===== src/rtl/alu_iter_core.sv =====
// ALU with 1-cycle ops and an iterative shift-add MUL that exists only when `ALU_ITER_MUL_EN is defined.
// Latency 1 cycle (MUL: WIDTH+1); START is ignored while BUSY, so the caller must wait for BUSY=0.
module alu_iter_core #(
    parameter int WIDTH = 32,
    parameter int SW    = $clog2(WIDTH)
) (
    input  logic             CLK,
    input  logic             RESET,
    input  logic             START,
    input  logic [3:0]       OPCODE,
    input  logic             S,
    input  logic [WIDTH-1:0] SR1,
    input  logic [WIDTH-1:0] SR2,
    input  logic [SW-1:0]    N,
    output logic             BUSY,
    output logic             DONE,
    output logic [WIDTH-1:0] RESULT,
    output logic [3:0]       NZCV
);
    typedef enum logic [1:0] {S_IDLE, S_MUL, S_DONE} state_t;
    state_t state;

    logic [WIDTH:0]   add_sum;
    logic [WIDTH:0]   sub_sum;
    logic [SW-1:0]    n_neg;
    logic [WIDTH-1:0] alu_res;
    logic             alu_c;
    logic             alu_v;
    logic             op_valid;
    logic             op_wr_res;
    logic [3:0]       nzcv_next;

    always_comb begin
        add_sum   = {1'b0, SR1} + {1'b0, SR2};
        sub_sum   = {1'b0, SR1} + {1'b0, ~SR2} + {{WIDTH{1'b0}}, 1'b1};
        // WIDTH is a power of two, so WIDTH-N wraps to -N in SW bits
        n_neg     = SW'(0) - N;
        alu_res   = RESULT;
        alu_c     = NZCV[1];
        alu_v     = NZCV[0];
        op_valid  = 1'b1;
        op_wr_res = 1'b1;
        case (OPCODE)
            4'd0: begin
                alu_res = add_sum[WIDTH-1:0];
                alu_c   = add_sum[WIDTH];
                alu_v   = (SR1[WIDTH-1] == SR2[WIDTH-1]) && (add_sum[WIDTH-1] != SR1[WIDTH-1]);
            end
            4'd1, 4'd10: begin
                alu_res   = sub_sum[WIDTH-1:0];
                alu_c     = sub_sum[WIDTH];
                alu_v     = (SR1[WIDTH-1] != SR2[WIDTH-1]) && (sub_sum[WIDTH-1] != SR1[WIDTH-1]);
                op_wr_res = (OPCODE == 4'd1);
            end
            4'd3: alu_res = SR1 & SR2;
            4'd4: alu_res = SR1 | SR2;
            4'd5: alu_res = SR1 ^ SR2;
            4'd6: alu_res = SR2 << N;
            4'd7: alu_res = SR2 >> N;
            4'd8: alu_res = (N == '0) ? SR2 : ((SR2 >> N) | (SR2 << n_neg));
            4'd9: alu_res = SR2;
            default: begin
                op_valid  = 1'b0;
                op_wr_res = 1'b0;
            end
        endcase
        nzcv_next = {alu_res[WIDTH-1], alu_res == '0, alu_c, alu_v};
    end

`ifdef ALU_ITER_MUL_EN
    logic [WIDTH-1:0] mcand;
    logic [WIDTH-1:0] mplier;
    logic [WIDTH-1:0] acc;
    logic [WIDTH-1:0] acc_next;
    logic [SW-1:0]    cnt;
    logic             s_q;

    always_comb acc_next = mplier[0] ? acc + mcand : acc;
`endif

    always_ff @(posedge CLK or posedge RESET) begin
        if (RESET) begin
            state  <= S_IDLE;
            BUSY   <= 1'b0;
            DONE   <= 1'b0;
            RESULT <= '0;
            NZCV   <= '0;
`ifdef ALU_ITER_MUL_EN
            mcand  <= '0;
            mplier <= '0;
            acc    <= '0;
            cnt    <= '0;
            s_q    <= 1'b0;
`endif
        end else begin
            DONE <= 1'b0;
            case (state)
                S_IDLE: begin
                    if (START) begin
`ifdef ALU_ITER_MUL_EN
                        if (OPCODE == 4'd2) begin
                            state  <= S_MUL;
                            BUSY   <= 1'b1;
                            mcand  <= SR1;
                            mplier <= SR2;
                            acc    <= '0;
                            cnt    <= '0;
                            s_q    <= S;
                        end else
`endif
                        begin
                            state <= S_DONE;
                            BUSY  <= 1'b1;
                            DONE  <= 1'b1;
                            if (op_wr_res) RESULT <= alu_res;
                            if (op_valid && (S || OPCODE == 4'd10)) NZCV <= nzcv_next;
                        end
                    end
                end
`ifdef ALU_ITER_MUL_EN
                S_MUL: begin
                    acc    <= acc_next;
                    mcand  <= mcand << 1;
                    mplier <= mplier >> 1;
                    cnt    <= cnt + 1'b1;
                    if (cnt == SW'(WIDTH - 1)) begin
                        state  <= S_DONE;
                        DONE   <= 1'b1;
                        RESULT <= acc_next;
                        if (s_q) NZCV[3:2] <= {acc_next[WIDTH-1], acc_next == '0};
                    end
                end
`endif
                S_DONE: begin
                    state <= S_IDLE;
                    BUSY  <= 1'b0;
                end
                default: begin
                    state <= S_IDLE;
                    BUSY  <= 1'b0;
                end
            endcase
        end
    end
endmodule

===== config.mk =====
export PLATFORM = sky130hd
export DESIGN_NAME = alu_iter_core
export DESIGN_NICKNAME = d
export VERILOG_FILES = /design/src/rtl/alu_iter_core.sv
export SDC_FILE = /design/constraint.sdc
export NUM_CORES = 1
export LEC_CHECK = 0
export ABC_AREA = 1
export CAP_MARGIN = 25
export CORE_ASPECT_RATIO = 0.9
export CORE_MARGIN = 1
export CORE_UTILIZATION = 50
export DETAILED_ROUTE_END_ITERATION = 10
export PLACE_DENSITY = 0.75
export SETUP_SLACK_MARGIN = 0.05
export SYNTH_ARGS = -nofsm -noshare
export SYNTH_HDL_FRONTEND = slang
export SYNTH_SLANG_ARGS = --single-unit

===== constraint.sdc =====
create_clock -name CLK -period 1.8 [get_ports CLK]
set_clock_uncertainty 0.05 [all_clocks]
set_input_delay 0.27 -clock CLK [delete_from_list [all_inputs] [get_ports CLK]]
set_output_delay 0.27 -clock CLK [all_outputs]
set_load 0.005 [all_outputs]

==> results.md, run 1 <==
- Largest family of logic cells by synthesized area: simple AND/OR/NAND/NOR gates
- Root buf cell: clkbuf_16
- Run Error: [ERROR GRT-0116] Global routing finished with congestion. Check the congestion regions in the DRC Viewer.
- Vias in the first global route: 27,262
- Yosys cell types: 40
- IO Port Bufs: 114
- Synth Area in XOR/XNOR: 0.2509%
- Worst slack, placed: -1832 ps
- Initial Util: 51.25%
- Inserted Clock Buffers: 5
- Sink Count: 38
- Instance count of the mapped netlist: 2,810
- Register bit total from synthesis: 38
- Die Span Y: 160.5 um
- Largest net degree at the start of global routing: 41
- Synth Area in Compound Gates: 10.24%
- Ys Warns: 0
- Placed Area: 20,790 sq um
- Die Wd: 178.2 um
- Most used DFF post-synth: dfrtp_1
- DP Wirelength: 69.56 mm
- Ys async rst share: 100.0%
- Adder-Cell Fraction of Synth Area: 9.068%
- Number of flops mapped to enable cells by yosys: 0
- Cell Rows: 57
- Max Root-Sink Buffers: 2
- Mux share of post-synthesis cell area: 0%
- GRT overflow: 74
- # IOs: 115
- H-tree depth: 2
- First-pass GRT wire length: ~170 mm
- Register area share after synthesis: 6.810%
- Global Route Usage Sum: between 70 and 80%
- Run status: stopped before the end
- Syn Area/Cell: approximately 5.0 sq um
- GP Congestion: 1.247
- Post-CTS Hold Buffers: 0
- Mapped cell area: 13,960 sq um
- Last step reached: global routing
- Mapped Nets: 2,987
- Synth Area in Simple Gates: 59.96%
==> synth_stat cells, types with 2 or more instances <==
| master | count | area share, % |
|---|---|---|
| nand2_1 | 911 | 24 |
| buf_2 | 53 | 1.9 |
| a31oi_1 | 4 | 0.18 |
| o21ai_0 | 107 | 3.8 |
| dfrtp_1 | 38 | 6.8 |
| nor2_1 | 201 | 5.4 |
| o22ai_1 | 9 | 0.40 |
| clkbuf_1 | 57 | 1.5 |
| and2_1 | 4 | 0.18 |
| nor3_1 | 23 | 0.82 |
| ha_1 | 98 | 8.8 |
| nand3_1 | 664 | 24 |
| clkinv_1 | 2 | 0.054 |
| inv_2 | 6 | 0.16 |
| or2_2 | 43 | 1.9 |
| nor4_1 | 2 | 0.090 |
| a21oi_1 | 109 | 3.9 |
| a21o_1 | 2 | 0.11 |
| buf_4 | 3 | 0.16 |
| o31ai_1 | 2 | 0.11 |
| o2111ai_1 | 4 | 0.25 |
| fa_1 | 2 | 0.29 |
| o211ai_1 | 14 | 0.75 |
| nand3b_1 | 4 | 0.22 |
| nand4_1 | 60 | 2.7 |
| o21bai_1 | 7 | 0.38 |
| nor2_4 | 2 | 0.16 |
| xor2_1 | 3 | 0.19 |
| inv_1 | 340 | 9.1 |
| nand2_2 | 3 | 0.13 |
| buf_1 | 24 | 0.65 |
==> cell families after synthesis <==
logic type / after synthesis
adder cells (fa/ha/maj): 100
AND/OR/NAND/NOR: 1918
flip-flops: 38
buffers and inverters: 486
XOR/XNOR: 4
AO/OA/AOI/OAI: 264
==> what timing repair did <==
item                                   CTS
pin swaps                              169
endpoints found under the hold margin    0
setup buffers                           66
cloned                                   1
gates resized for setup                691
setup endpoints to repair               36
==> metrics by stage <==
step / hold WS [ps] / std cells
after CTS: 385.9 / 3900
after detailed placement: 425.2 / 3826
after global placement: 416.0 / 3826
after floorplan: 363.0 / 2810
==> layer usage <==
| layer | overflow | global-route usage, % |
|---|---|---|
| met1 | 0 | 83.51 |
| met2 | 42 | 91.21 |
| met3 | 2 | 60.35 |
| met4 | 30 | 67.06 |
| met5 | 0 | 19.27 |
==> inputs of run 2 (changes only) <==
- CORE_ASPECT_RATIO: 0.9 -> default
- CORE_UTILIZATION: 50 -> 35
- PLACE_DENSITY: 0.75 -> default
- PLACE_DENSITY_LB_ADDON: default -> 0.15
- SETUP_SLACK_MARGIN: 0.05 -> default
==> run 2 against run 1 <==
The flow now finishes, with violations (negative setup slack). Synthesized area stayed put. Synthesized cell count stayed put.
==> results.md, run 2 <==
- Clk_lat worst skew: 290 ps
- GP Congestion: 1.104 (was 1.247)
- Total core area: approximately 40,000 sq um
- LEAKAGE: 13.16 nW
- Number of flops mapped to enable cells by yosys: 0 (unchanged)
- Critical Path Source Type: input pin
- Comb pwr share: between 80 and 90%
- IO Port Bufs: 114 (unchanged)
- Power density cells: 477.5 nW/um^2
- GRT overflow: 0
- Internal power: 6.068 mW
- Largest regs: RESULT (32), NZCV (4)
- Final Cycle Share: 152.2%
- Synth area leaders: nand2_1, nand3_1, inv_1 (unchanged)
- Met2 routed wirelength: 42.66 mm
- Max Root-Sink Buffers: 2 (unchanged)
- DR WL/cell: 24.57 um
- Commonest non-fill, non-tap cell in the layout: buf_4
- WL final: between 100 and 150 mm
- Register area share after synthesis: 6.810% (unchanged)
- Max-cap violations: 0
- Failing checks: negative setup slack
- Inserted Clock Buffers: 5 (unchanged)
- Reg with most FFs: RESULT
- DP Wirelength: 77.80 mm (was 69.56 mm)
- Met1 wire length: 40.35 mm
- Yosys cell types: 40 (unchanged)
- Via Count: 24,210
- Critical path type: in2reg
- Sequential Power Share: between 10% and 20%
- Routed wire length on met3: 11.68 mm
- Setup Viol. Count Final: 36
- Register bit total from synthesis: 38 (unchanged)
- Cell Rows: 72 (was 57)
- Total die area: 40,700 sq um
- # fillers: 3,440
- Area growth from synthesis to layout: 85.60%
- H-tree depth: 2 (unchanged)
- Share of layout cells above drive strength 1: 47.31%
- Post-synth top area cell: nand2_1 (unchanged)
- DRT Pass-1 Iters: 9
- First-pass GRT wire length: 142.7 mm
- DRC viols: 0
- Global Route Usage Sum: between 40 and 50%
- Req. time, crit path: 1980 ps
- Mapped Nets: 2,987 (unchanged)
- Commonest non-fill, non-tap cells in the layout: buf_4, nand2_1, nand3_1, inv_1, nand2_2
- RSZ-0062 raised after global routing: yes
- Top fanout value on the critical path: 6
- Initial Util: 35.80% (was 51.25%)
- Post-CTS Hold Buffers: 0 (unchanged)
- Vias in the first global route: about 23,000
- Least-Margin Pin Slew: 513.1 ps
- Sw Ratio: 50.96%
- Initial antenna violation count: 4
- Clk pwr share: 7.4%
- Initial DRC Count: 3,307
- Ys Warns: 0 (unchanged)
- Worst-path cell chain: buf_6, inv_2, ha_4, buf_6, nand2_4, buf_4, inv_2, a21oi_2, nand2_1, o21ai_1, a21oi_1, nor2_2, buf_4, nand3_2, buf_6, nand2_4, nand2_1, nor2_2, nand2_1, nor2_2, nand3_1, nand2_1
- Post-layout minimum cycle time: about 2700 ps
- Sink Count: 38 (unchanged)
- Max reg flops: 32
- CP max stage cell: ha_4
- Cell mode on critical path: nand2_1
- Count leader, synth: nand2_1 (unchanged)
- Min-Delay Path Class: in2async
- Final hold vios: 0
- Worst endpoint data arrival time: 2920 ps
- CTS tree: done
- Final setup margin: -940.4 ps
- Slew HR: 65.79%
- # nets final: 3,784
- Ys async rst share: 100.0% (unchanged)
- Slowest stage delay, CP: 260 ps
- NetSw: 6.306 mW
- Largest net degree at the start of global routing: 54
- Worst slack, placed: -2007 ps (was -1832 ps)
- Peak VDD IR: 1.072 mV
- Post-route ant nets: 0
- Syn Area/Cell: 4.969 sq um (unchanged)
- Commonest cells post-synth: nand2_1, nand3_1, inv_1 (unchanged)
- # IOs: 115 (unchanged)
- Root buf cell: clkbuf_16 (unchanged)
- DR top layer: met5
- Run status: complete, but fails checks (was stopped before the end)
- Mapped cell area: 13,960 sq um (unchanged)
- Area share of the leading cell type in the synthesized netlist: 24.49% (unchanged)
- Instance count of the mapped netlist: 2,810 (unchanged)
- CTS clk-pin slew, worst paths: 60 ps
- Highest clock rate: 0.3649 GHz
- DR vias/cell: about 6
- Die Span Y: 201.7 um (was 160.5 um)
- Most used DFF post-synth: dfrtp_1 (unchanged)
- Dpl cells: 3,979 (was 3,826)
- Die Wd: 201.7 um (was 178.2 um)
- CP endpoint kind: flop
- Layout Cells excl Fill: 4,129
- Fin. max-slew vios: 0
## run 2: cell counts after synthesis
No cell type changed its count.
## run 2: worst paths after layout
path | start | cells past startpoint | to | slack [ps]
hold reg to reg | NZCV[0] | 2 | NZCV[0] | 440
min in group CLK | NZCV[0] | 2 | NZCV[0] | 440
setup / recovery | SR2[5] | 22 | NZCV[2] | -940
setup reg to reg | state[1] | 7 | RESULT[12] | 190
hold / removal | RESET | 3 | RESULT[11] | 360
max in group asynchronous | RESET | 3 | NZCV[1] | 970
## run 2: cell type report
type                    count  area, sq um  area share [%]
inverters                 348         1411           5.446
well taps                 518        648.1           2.501
repair inverters            3        28.78          0.1110
clock inverters             1        5.005         0.01931
flip-flops and latches     38        950.9           3.669
repair buffers            924         7991           30.84
clock buffers               7        142.6          0.5504
diodes                      3        7.507         0.02897
multi-input cells        2287        14730           56.84
## run 2: logic make-up after synthesis
kind of cell | count (synthesis) | share of synthesized area [%]
compound gates | 264 | 10.24
xor+xnor | 4 | 0.2509
fa+ha+maj | 100 | 9.068
buf+inv | 486 | 13.67
flops | 38 | 6.810
simple gates | 1918 | 59.96
## run 2: stage by stage
stage,cell area [sq um],power (mW),hold slack [ps],util [%],setup TNS (ps)
after floorplan,14520,4.657,363.0,-,-7369
after global placement,20760,8.663,418.1,53.21,-52590
after detailed placement,20760,8.735,418.6,53.21,-53390
after CTS,24310,11.14,383.2,62.32,-15930
after global routing,25910,12.84,424.8,66.42,-21860
final,25920,12.37,355.3,66.44,-19590
## run 2: repair_timing
action                                   CTS  global route
endpoints found under the setup margin    36            36
pin swaps                                225           152
resized for setup                       1050           354
gates cloned                               6             1
setup buffers                             88            51
## run 2: worst max-delay path, delay by kind of cell
family | cells | cell delay, ps
buffers and inverters | 7 | 780
AOI/OAI and AO/OA | 3 | 470
and+or+nand+nor | 11 | 1120
adders and majority gates | 1 | 260
## run 2: power groups by stage
| stage | sequential [mW] | clock [mW] | combinational, mW |
|---|---|---|---|
| final | 1.32 | 0.913 | 10.1 |
| after global routing | 1.34 | 0.931 | 10.6 |
| after CTS | 1.29 | 0.906 | 8.94 |
| after detailed placement | 1.29 | 0 | 7.45 |
| after global placement | 1.28 | 0 | 7.38 |
| after floorplan | 1.26 | 0 | 3.40 |
## run 2: routing by layer
metal / vias to the layer above / GRT usage [%]
met5: - / 0
met4: 4 / 22.59
li1: 10800 / -
met2: 1717 / 71.64
met1: 11299 / 62.77
met3: 390 / 8.957
(Power assumes the default switching activity.)
==> inputs of run 3 (changes only) <==
- CTS_CLUSTER_SIZE: default -> 16
- PLACE_DENSITY_LB_ADDON: 0.15 -> 0.12
- SETUP_SLACK_MARGIN: default -> 0.15
==> run 3 against run 2 <==
The flow still finishes with violations (negative setup slack). First-iteration DRC count down 6.9%. Non-clock buffer count up 25. Die area unchanged. Critical endpoint unchanged. Highest routed layer unchanged.
==> results.md, run 3 (same netlist as run 2, synthesis figures left out) <==
- Commonest non-fill, non-tap cell in the layout: buf_4 (unchanged)
- CTS clk-pin slew, worst paths: 60 ps (about the same)
- Final hold vios: 0 (unchanged)
- First-pass GRT wire length: 141.9 mm (was 142.7 mm)
- Max Root-Sink Buffers: 2 (unchanged)
- Die Wd: 201.7 um (unchanged)
- Run status: complete, but fails checks (unchanged)
- DR WL/cell: 24.00 um (was 24.57 um)
- Cell Rows: 72 (unchanged)
- H-tree depth: 2 (unchanged)
- Critical Path Source Type: input pin (unchanged)
- Least-Margin Pin Slew: 491.4 ps (was 513.1 ps)
- Worst endpoint data arrival time: 2850 ps (was 2920 ps)
- GP Congestion: 1.128 (was 1.104)
- Inserted Clock Buffers: 5 (unchanged)
- DR top layer: met5 (unchanged)
- DRT Pass-1 Iters: 6 (was 9)
- Sink Count: 38 (unchanged)
- Worst slack, placed: -2028 ps (was -2007 ps)
- Initial antenna violation count: 3 (was 4)
- Setup Viol. Count Final: 36 (unchanged)
- Dpl cells: 4,051 (was 3,979)
- Post-layout minimum cycle time: 2688 ps (was 2740 ps)
- Initial Util: 35.80% (unchanged)
- Vias in the first global route: 22,718 (was 22,629)
- DR vias/cell: 5.819 (was 5.863)
- Post-CTS Hold Buffers: 0 (unchanged)
- Largest regs: RESULT (32), NZCV (4) (unchanged)
- Failing checks: negative setup slack (unchanged)
- Power density cells: 468.4 nW/um^2 (was 477.5 nW/um^2)
- DP Wirelength: 79.07 mm (was 77.80 mm)
- Top fanout value on the critical path: 4 (was 6)
- Root buf cell: clkbuf_16 (unchanged)
- Slew HR: 67.24% (was 65.79%)
- Max-cap violations: 0 (unchanged)
- Area growth from synthesis to layout: 84.36% (was 85.60%)
- CP endpoint kind: flop (unchanged)
- Placed Area: 21,480 sq um (was 20,760 sq um)
- # fillers: 3,595 (was 3,440)
- WL final: 99.57 mm (was 101.4 mm)
- Via Count: 24,138 (was 24,210)
- Commonest non-fill, non-tap cells in the layout: buf_4, nand2_1, nand3_1, inv_1, nand2_2 (unchanged)
- Initial DRC Count: 3,079 (was 3,307)
- CTS tree: done (unchanged)
- Largest net degree at the start of global routing: 39 (was 54)
- Post-route ant nets: 0 (unchanged)
- Layout Cells excl Fill: 4,148 (was 4,129)
- DRC viols: 0 (unchanged)
- Reg with most FFs: RESULT (unchanged)
- Min-Delay Path Class: in2async (unchanged)
- IO Port Bufs: 114 (unchanged)
- Met1 wire length: 38.59 mm (was 40.35 mm)
- Total core area: 39,010 sq um (unchanged)
- Final Cell Area: 25,740 sq um (was 25,920 sq um)
- RSZ-0062 raised after global routing: yes (unchanged)
- Total die area: 40,700 sq um (unchanged)
- Share of layout cells above drive strength 1: 47.01% (was 47.31%)
- Req. time, crit path: 1960 ps (was 1980 ps)
- Max reg flops: 32 (unchanged)
- Global Route Usage Sum: 46.32% (was 46.84%)
- LEAKAGE: 13.09 nW (was 13.16 nW)
- Critical path type: in2reg (unchanged)
- Final setup margin: -887.9 ps (was -940.4 ps)
- # IOs: 115 (unchanged)
- Fin. max-slew vios: 0 (unchanged)
- Die Span Y: 201.7 um (unchanged)
- Highest clock rate: 0.3720 GHz (was 0.3649 GHz)
- Clk_lat worst skew: 280 ps (was 290 ps)
- Peak VDD IR: 0.6752 mV (was 1.072 mV)
- Final Cycle Share: 149.3% (was 152.2%)
- Routed wire length on met3: 12.81 mm (was 11.68 mm)
- # nets final: 3,805 (was 3,784)
- Area of the multi-input gates: 14,460 sq um (was 14,730 sq um)
- Met2 routed wirelength: 40.32 mm (was 42.66 mm)
- Register Area: 950.9 sq um (unchanged)
- GRT overflow: 0 (unchanged)
-- run 3: cell types whose count changed in the layout (fill, tap and decap cells not counted), moves of 9 or more --
cell     change
nand3_2     -12
nand3_1     +28
nand2_2     -11
ha_1        -12
nand3_4     -16
nor2_2       -9
buf_2       +11
ha_2        +15
buf_4       +14
nand2_1      +9
-- run 3: final cells by class --
class | instances | area share [%]
diodes | 1 | 0.009721
clock buffers | 6 | 0.5395
clock inverters | 2 | 0.04860
inverters | 348 | 5.502
multi-input cells | 2286 | 56.16
flip-flops and latches | 38 | 3.694
well taps | 518 | 2.518
repair buffers | 949 | 31.53
-- run 3: what timing repair did --
item,4_1_cts,5_1_grt
buffers inserted,54,31
pin swaps,216,188
gates resized for setup,859,438
cloned,0,3
setup endpoints to repair,36,36
-- run 3: path summary, 6_finish.rpt --
kind                            startpoint          to  slack, ps  depth (start not counted)
worst min register to register     NZCV[3]     NZCV[3]        450                          2
worst max register to register  RESULT[21]     NZCV[2]        240                          8
worst max-delay path               SR2[13]     NZCV[2]       -890                         23
min in group CLK                   NZCV[3]     NZCV[3]        450                          2
worst min-delay path                 RESET     NZCV[2]        360                          3
max in group asynchronous            RESET  RESULT[13]       1000                          3
-- run 3: layer usage --
| layer | vias to the layer above | track usage [%] |
|---|---|---|
| met5 | - | 0 |
| met4 | 4 | 29.22 |
| met3 | 404 | 13.69 |
| met2 | 1728 | 66.76 |
| met1 | 11175 | 59.89 |
| li1 | 10827 | - |
-- run 3: worst max-delay path: stages --
cell	delay, ps
buf_6	90
buf_6	120
inv_6	60
ha_4	240
buf_6	130
nor2_4	150
inv_2	70
nor2_4	190
nand2_4	90
inv_2	60
nand2_2	80
nand2_4	110
buf_4	110
nand2_1	50
nand3_2	80
nand4_1	210
nand2_1	150
nand2_1	80
nor2_2	120
nand2_1	80
nor2_1	110
nand3_1	80
nand2_1	120
-- run 3: report_power, final --
part           switching (mW)  internal [mW]
registers               0.221           1.08
logic                    5.52           4.33
clock network           0.349          0.548
total                    6.09           5.97
-- run 3: through the flow --
stage               util, %  total power, mW  TNS, ps  hold WS (ps)
floorplan                 -            4.731    -7377         363.0
global placement      55.06            8.919   -53450         419.4
detailed placement    55.06            8.970   -53900         434.2
CTS                   61.42            10.85   -18420         377.0
global route          66.00            12.59   -20690         411.6
finish                66.00            12.06   -18380         356.5
